$ cat src/rtl/mips_pipe_mult_param.sv
// Purpose: pipelined MIPS MULT/MULTU unit that carries a destination tag with each operation.
// Latency: STAGES cycles from issue to done, and it accepts one issue per cycle.
// Backpressure: stall freezes every stage and refuses issue; flush kills all in-flight operations.
//
// Ports:
//   clk, rst                 clock and asynchronous active-low reset
//   start, is_signed, tag    issue request, MULT/MULTU select, destination tag
//   src_a, src_b             operands
//   stall, flush             hold the pipeline / kill everything in flight (flush wins)
//   done, done_tag           one-cycle completion pulse and the tag of that operation
//   mult_lower, mult_higher  LO/HI product halves, held until the next completion
//   busy, in_flight          any stage valid / number of valid stages
module mips_pipe_mult_param #(
    parameter int DATA_W = 32,
    parameter int STAGES = 4,
    parameter int TAG_W  = 5
) (
    input  logic                        clk,
    input  logic                        rst,
    input  logic                        start,
    input  logic                        is_signed,
    input  logic [TAG_W-1:0]            tag,
    input  logic [DATA_W-1:0]           src_a,
    input  logic [DATA_W-1:0]           src_b,
    input  logic                        stall,
    input  logic                        flush,
    output logic                        done,
    output logic [TAG_W-1:0]            done_tag,
    output logic [DATA_W-1:0]           mult_lower,
    output logic [DATA_W-1:0]           mult_higher,
    output logic                        busy,
    output logic [$clog2(STAGES+1)-1:0] in_flight
);
    localparam int CNT_W = $clog2(STAGES+1);
    localparam int LAST  = STAGES - 1;
    localparam int PW    = 2 * DATA_W;

    generate
        if (STAGES < 1 || STAGES > 8) begin : g_bad_stages
            $error("mips_pipe_mult_param: STAGES must be in 1..8");
        end
    endgenerate

    // Extending both operands to 2*DATA_W makes a single truncated multiply
    // correct for both MULT (sign extension) and MULTU (zero extension).
    logic [PW-1:0] w_ext_a;
    logic [PW-1:0] w_ext_b;
    logic [PW-1:0] w_prod;

    assign w_ext_a = {{DATA_W{is_signed & src_a[DATA_W-1]}}, src_a};
    assign w_ext_b = {{DATA_W{is_signed & src_b[DATA_W-1]}}, src_b};
    assign w_prod  = w_ext_a * w_ext_b;

    // Stage STAGES-1 is the output register. Its data fields double as the
    // held result, so they load only when a valid operation arrives.
    logic [STAGES-1:0] r_vld;
    logic [TAG_W-1:0]  r_tag  [0:STAGES-1];
    logic [PW-1:0]     r_prod [0:STAGES-1];
    logic              r_done;

    logic [STAGES-1:0] w_in_vld;
    logic [TAG_W-1:0]  w_in_tag  [0:STAGES-1];
    logic [PW-1:0]     w_in_prod [0:STAGES-1];
    logic [CNT_W-1:0]  w_cnt;

    always_comb begin
        w_in_vld     = '0;
        w_in_vld[0]  = start;
        w_in_tag[0]  = tag;
        w_in_prod[0] = w_prod;
        for (int s = 1; s < STAGES; s++) begin
            w_in_vld[s]  = r_vld[s-1];
            w_in_tag[s]  = r_tag[s-1];
            w_in_prod[s] = r_prod[s-1];
        end
    end

    always_ff @(posedge clk or negedge rst) begin
        if (!rst) begin
            r_vld  <= '0;
            r_done <= 1'b0;
            for (int s = 0; s < STAGES; s++) begin
                r_tag[s]  <= '0;
                r_prod[s] <= '0;
            end
        end else if (flush) begin
            // Result fields stay put so the last completed value remains visible.
            r_vld  <= '0;
            r_done <= 1'b0;
        end else if (stall) begin
            // The stages hold, but a completion is only ever reported once.
            r_done <= 1'b0;
        end else begin
            r_vld  <= w_in_vld;
            r_done <= w_in_vld[LAST];
            for (int s = 0; s < LAST; s++) begin
                r_tag[s]  <= w_in_tag[s];
                r_prod[s] <= w_in_prod[s];
            end
            if (w_in_vld[LAST]) begin
                r_tag[LAST]  <= w_in_tag[LAST];
                r_prod[LAST] <= w_in_prod[LAST];
            end
        end
    end

    always_comb begin
        w_cnt = '0;
        for (int s = 0; s < STAGES; s++) begin
            w_cnt = w_cnt + CNT_W'(r_vld[s]);
        end
    end

    assign done        = r_done;
    assign done_tag    = r_tag[LAST];
    assign mult_lower  = r_prod[LAST][DATA_W-1:0];
    assign mult_higher = r_prod[LAST][PW-1:DATA_W];
    assign busy        = |r_vld;
    assign in_flight   = w_cnt;

endmodule

$ cat config.mk
export PLATFORM = sky130hd
export DESIGN_NAME = mips_pipe_mult_param
export DESIGN_NICKNAME = d
export VERILOG_FILES = /design/src/rtl/mips_pipe_mult_param.sv
export SDC_FILE = /design/constraint.sdc
export NUM_CORES = 2
export LEC_CHECK = 0
export CORE_MARGIN = 2
export CORE_UTILIZATION = 25
export CTS_CLUSTER_DIAMETER = 30
export DETAILED_ROUTE_END_ITERATION = 10
export PLACE_DENSITY_LB_ADDON = 0.08
export SETUP_SLACK_MARGIN = 0.05
export SLEW_MARGIN = 20
export SYNTH_ARGS = -nofsm -noshare
export SYNTH_HDL_FRONTEND = slang
export SYNTH_SLANG_ARGS = --single-unit
$ cat constraint.sdc
create_clock -name clk -period 2.1 [get_ports clk]
set_input_delay 0.42 -clock clk [delete_from_list [all_inputs] [get_ports clk]]
set_output_delay 0.42 -clock clk [all_outputs]
set_load 0.02 [all_outputs]
# ---- Word-level counts from Yosys, hierarchy flattened
# Cells that the tools add are included.
dict set report word_totals {
  elab_cells 26
  regBits 281
  out_inout_bits 74
  in_bits 75
}
dict set report op_classes {
  multipliers 1
  eq_ne 1
  n_mux 4
  reduce_logical 3
  add_sub_neg 3
  bitwise 4
}
# cell n
set op_table {}
lappend op_table {{multiplier 33 x 33 -> 64 bit} 1}
lappend op_table {{2-to-1 mux 4 bit} 2}
lappend op_table {{OR reduction 4 bit} 1}
lappend op_table {{adder 2 x 1 -> 3 bit} 1}
lappend op_table {{adder 3 x 1 -> 3 bit} 1}
lappend op_table {{AND reduction 3 bit} 1}
lappend op_table {{adder 1 x 1 -> 2 bit} 1}
lappend op_table {{bitwise AND 1 bit} 2}
lappend op_table {{2-to-1 mux 1 bit} 2}
lappend op_table {{!= test 2 x 1 -> 1 bit, second input constant} 1}
lappend op_table {{inverter 1 bit} 2}
lappend op_table {{AND reduction 2 bit} 1}

# ---- Logic depth before layout (Yosys ltp)
dict set report logic_depth {
  word_depth 3
  depth_mapped 31
  depth_no_buf 27
}

# ---- Worst setup path before layout
# No wires, ideal clock.
dict set report synth_path {
  path_type {in2reg}
  from {input is_signed}
  to {register r_prod[255] (netlist bit)}
  setup_slack_ns -6.121
  path_buffers 3
  arrival_time_ns 8.095
  setup_ns 0.126
  stages 25
  t_required_ns 1.974
  path_cell_list {clkbuf_1 -> and2_1 -> clkbuf_1 -> clkbuf_1 -> nand2_1 -> inv_1 -> fa_1 -> fa_1 -> fa_1 -> inv_1 -> fa_1 -> fa_1 -> fa_1 -> fa_1 -> inv_1 -> fa_1 -> ha_1 -> a21oi_1 -> o21bai_1 -> a21o_1 -> a21o_1 -> a211o_1 -> a21oi_1 -> o21ai_0 -> a221o_1}
}
dict set report synth_via {
  elab_chain_len 2
  word_cells_on_any_way 3
  cone_classes {mul (1); bitwise (2)}
}
# element line_no
set synth_rtl {}
lappend synth_rtl {{from (decl)} 21} ;# input logic is_signed,
lappend synth_rtl {{bitwise AND 1 bit (on tied branches)} {50, 51}}
lappend synth_rtl {{multiplier 33 x 33 -> 64 bit *} 52} ;# assign w_prod = w_ext_a * w_ext_b;
lappend synth_rtl {{to (signal, indexed assignment)} 98} ;# r_prod[s] <= w_in_prod[s];
lappend synth_rtl {{to (signal, indexed assignment)} 102} ;# r_prod[LAST] <= w_in_prod[LAST];
lappend synth_rtl {{to (decl)} 58} ;# logic [PW-1:0] r_prod [0:STAGES-1];
# Mark *: on every way between the ends. The rest lies on a longest branch, timed or not.
# A chain may end at the register's enable or synchronous reset.

# ---- Final worst setup path
dict set report layout_path {
  from {input src_b[0]}
  to {register r_prod[249] (netlist bit)}
}
dict set report layout_via {
  elab_chain_len 1
}
# element line_no
set layout_rtl {}
lappend layout_rtl {{from (decl)} 24} ;# input logic [DATA_W-1:0] src_b,
lappend layout_rtl {{multiplier 33 x 33 -> 64 bit} 52}
# No other way between the ends.

==> out/qor.txt <==
worst setup path endpoint -> r_prod[249]$_DFFE_PN0P_
Post-Place Cells -> 8,322
register area share after synthesis -> 0.143
HP Class -> input port to asynchronous set/reset pin
max cap viols -> 0
IO Port Bufs -> 148
period utilisation layout -> 3.40
Ports -> 149
count of final hold-check violations -> 0
setup violators final -> 65
most frequent cells in the layout -> nand2_1, fa_1, inv_1
CTS H-Tree Depth -> 2
r2r endpoint -> mult_lower[18]$_DFFE_PN0P_
CTS Sinks -> 281
Worst EP required -> 2.59 ns
Critical Path End Type -> register
CP Launch Type -> input port
pin count of the biggest net entering global routing -> 58
die height -> 447 um
top_reg_cell synth -> dfrtp_1
layout cells sized above 1 -> 0.299
Worst slew margin -> 0.634
grt ovf -> 0
Yosys warning total -> 0
Root Driver -> clkbuf_16
post-route cell area -> 67,500 um2
setup ws final -> -5.04 ns
non-filler cells, final -> 8,696
commonest non-fill, non-tap cell in the layout -> nand2_1
number of global-route vias before repair -> 40,349
Max Freq -> 0.140 GHz
Reg2Reg Depth -> 4
Post-synth EDFFs -> 0
failing checks -> negative setup slack
CP startpoint -> src_b[0]
vias -> 36,365
initial antenna violation count -> 5
syn avg cell area -> 9.30 um2
Crit path arrival time -> 7.63 ns
first-pass iteration count of the detailed router -> 5
Synth area leader -> fa_1
Chip Width -> 447 um
Total Wirelength -> 176,000 um
fin crit period -> 7.14 ns
status -> finished, violations left
worst skew pair latency -> 0.56 ns
Critical Path Most Common Cell -> fa_1
Bufs on Longest Clock Path -> 3
FF-to-FF Start -> r_vld[2]$_DFFE_PN0P_
row cnt -> 162
Worst Skew -> 0.0214 ns
Crit Path Class -> input port to register
Starting Density -> 0.252
nets@finish -> 7,458
critical path peak fanout -> 6
Post-Syn Instances -> 5,271
share of the synthesized area in the top cell type -> 0.460
first-pass GRT wire length -> 268,000 um
Worst Tran Pin Value -> 0.550 ns
DR DRC count -> 0
DP Area -> 59,500 um2
Syn-to-layout area delta -> 37.8%
max incr delay on CP -> 0.59 ns
unrepaired setup endpoints after global routing -> yes
routed length per placed instance -> 20.2 um
initial drt markers -> 1,867
Final HPWL DP -> 138,000 um
via-per-instance ratio -> 4.18
critical path's slowest cell -> fa_2
CTS tree -> done
core area -> 195,000 um2
Async SR Flop Fraction -> 1.00
Mapped Area -> 49,000 um2
Slew Viols, Final -> 0
synth top area cells -> fa_1, dfrtp_1, nand2_1, inv_1, ha_1
RD Place Congestion -> 0.834
Routed Antenna Nets -> 0
GRT Util Overall -> 0.180
reg2reg setup slack -> 0.62 ns
CTS Buf Count -> 38
total die area -> 200,000 um2
pre-CTS WS -> -6.20 ns
Synth cell types -> 73
clk slew on worst S/H paths -> 0.06 ns
number of synthesized register bits -> 281
syn nets -> 6,687
## cells in the mapped netlist, drive strengths merged (19+ instances only)
cell    number
dfrtp      281
nand3       24
xor2        22
buf         75
xnor2       40
o21ai       74
clkbuf     271
and2       355
nand4       19
fa        1126
and3        23
mux2        71
inv       1113
a21oi       71
a21o        28
nand2     1252
nor2        64
ha         215
## registers in the layout (all words and copies together) (netlist names)
signal,flops
mult_lower,32
mult_higher,32
done_tag,5
r_tag,15
done,1
r_prod,192
r_vld,4
## worst max-delay path, delay by kind of cell
| family | cells | cell delay (ns) |
|---|---|---|
| fa+ha+maj | 9 | 4.46 |
| buf+inv | 11 | 0.98 |
| compound gates | 4 | 0.57 |
| simple gates | 6 | 1.17 |
## kinds of logic after synthesis
| group | share of synthesized area |
|---|---|
| flip-flops | 0.143 |
| multiplexers | 0.0173 |
| adder cells (fa/ha/maj) | 0.515 |
| AO/OA/AOI/OAI | 0.0336 |
| AND/OR/NAND/NOR | 0.161 |
| buffers and inverters | 0.119 |
| XOR/XNOR | 0.0111 |
## metal layers
layer / global-route usage / vias to the layer above / routed length, um
met5: 0 / - / 21
met4: 0.0271 / 4 / 2560
met3: 0.0108 / 86 / 4890
met2: 0.295 / 556 / 81100
met1: 0.266 / 18906 / 87500
li1: - / 16813 / -
## metrics by stage
step                utilization  hold WS (ns)  TNS [ns]
floorplan                     -         0.124   -245.87
global placement          0.305         0.399   -320.10
detailed placement        0.305         0.403   -320.86
CTS                       0.339         0.385   -255.65
global route              0.347         0.413   -263.79
finish                    0.347         0.375   -253.45
## worst min path at each step
| stage | to | slack, ns | cells past startpoint |
|---|---|---|---|
| floorplan | done$_DFF_PN0_ | 0.12 | 0 |
| global placement | mult_lower[22]$_DFFE_PN0P_ | 0.40 | 1 |
| detailed placement | mult_lower[22]$_DFFE_PN0P_ | 0.40 | 1 |
| CTS | r_tag[15]$_DFFE_PN0P_ | 0.38 | 3 |
| global route | mult_lower[22]$_DFFE_PN0P_ | 0.41 | 2 |
| finish | mult_lower[22]$_DFFE_PN0P_ | 0.38 | 2 |
## what timing repair did
| item | in CTS | in global routing |
|---|---|---|
| hold buffers | 1 | 0 |
| hold endpoints to repair | 49 | 0 |
| pin swaps | 410 | 247 |
| gates cloned | 41 | 0 |
| resized for setup | 988 | 259 |
| setup buffers | 228 | 52 |
| endpoints found under the setup margin | 68 | 69 |
## final cells by class
type / count / area [um2]
timing repair buffer: 1079 / 12200
inverter: 1113 / 4190
tap: 2624 / 3280
clock inverter: 26 / 279
clock buffer: 43 / 1010
multi-input combinational: 3529 / 39500
antenna: 1 / 2.50
fill: 20089 / 127000
sequential: 281 / 7030
Power is left out: the tool's default activity adds up to more than one toggle a clock period on the data nets, which glitch-free logic cannot reach.
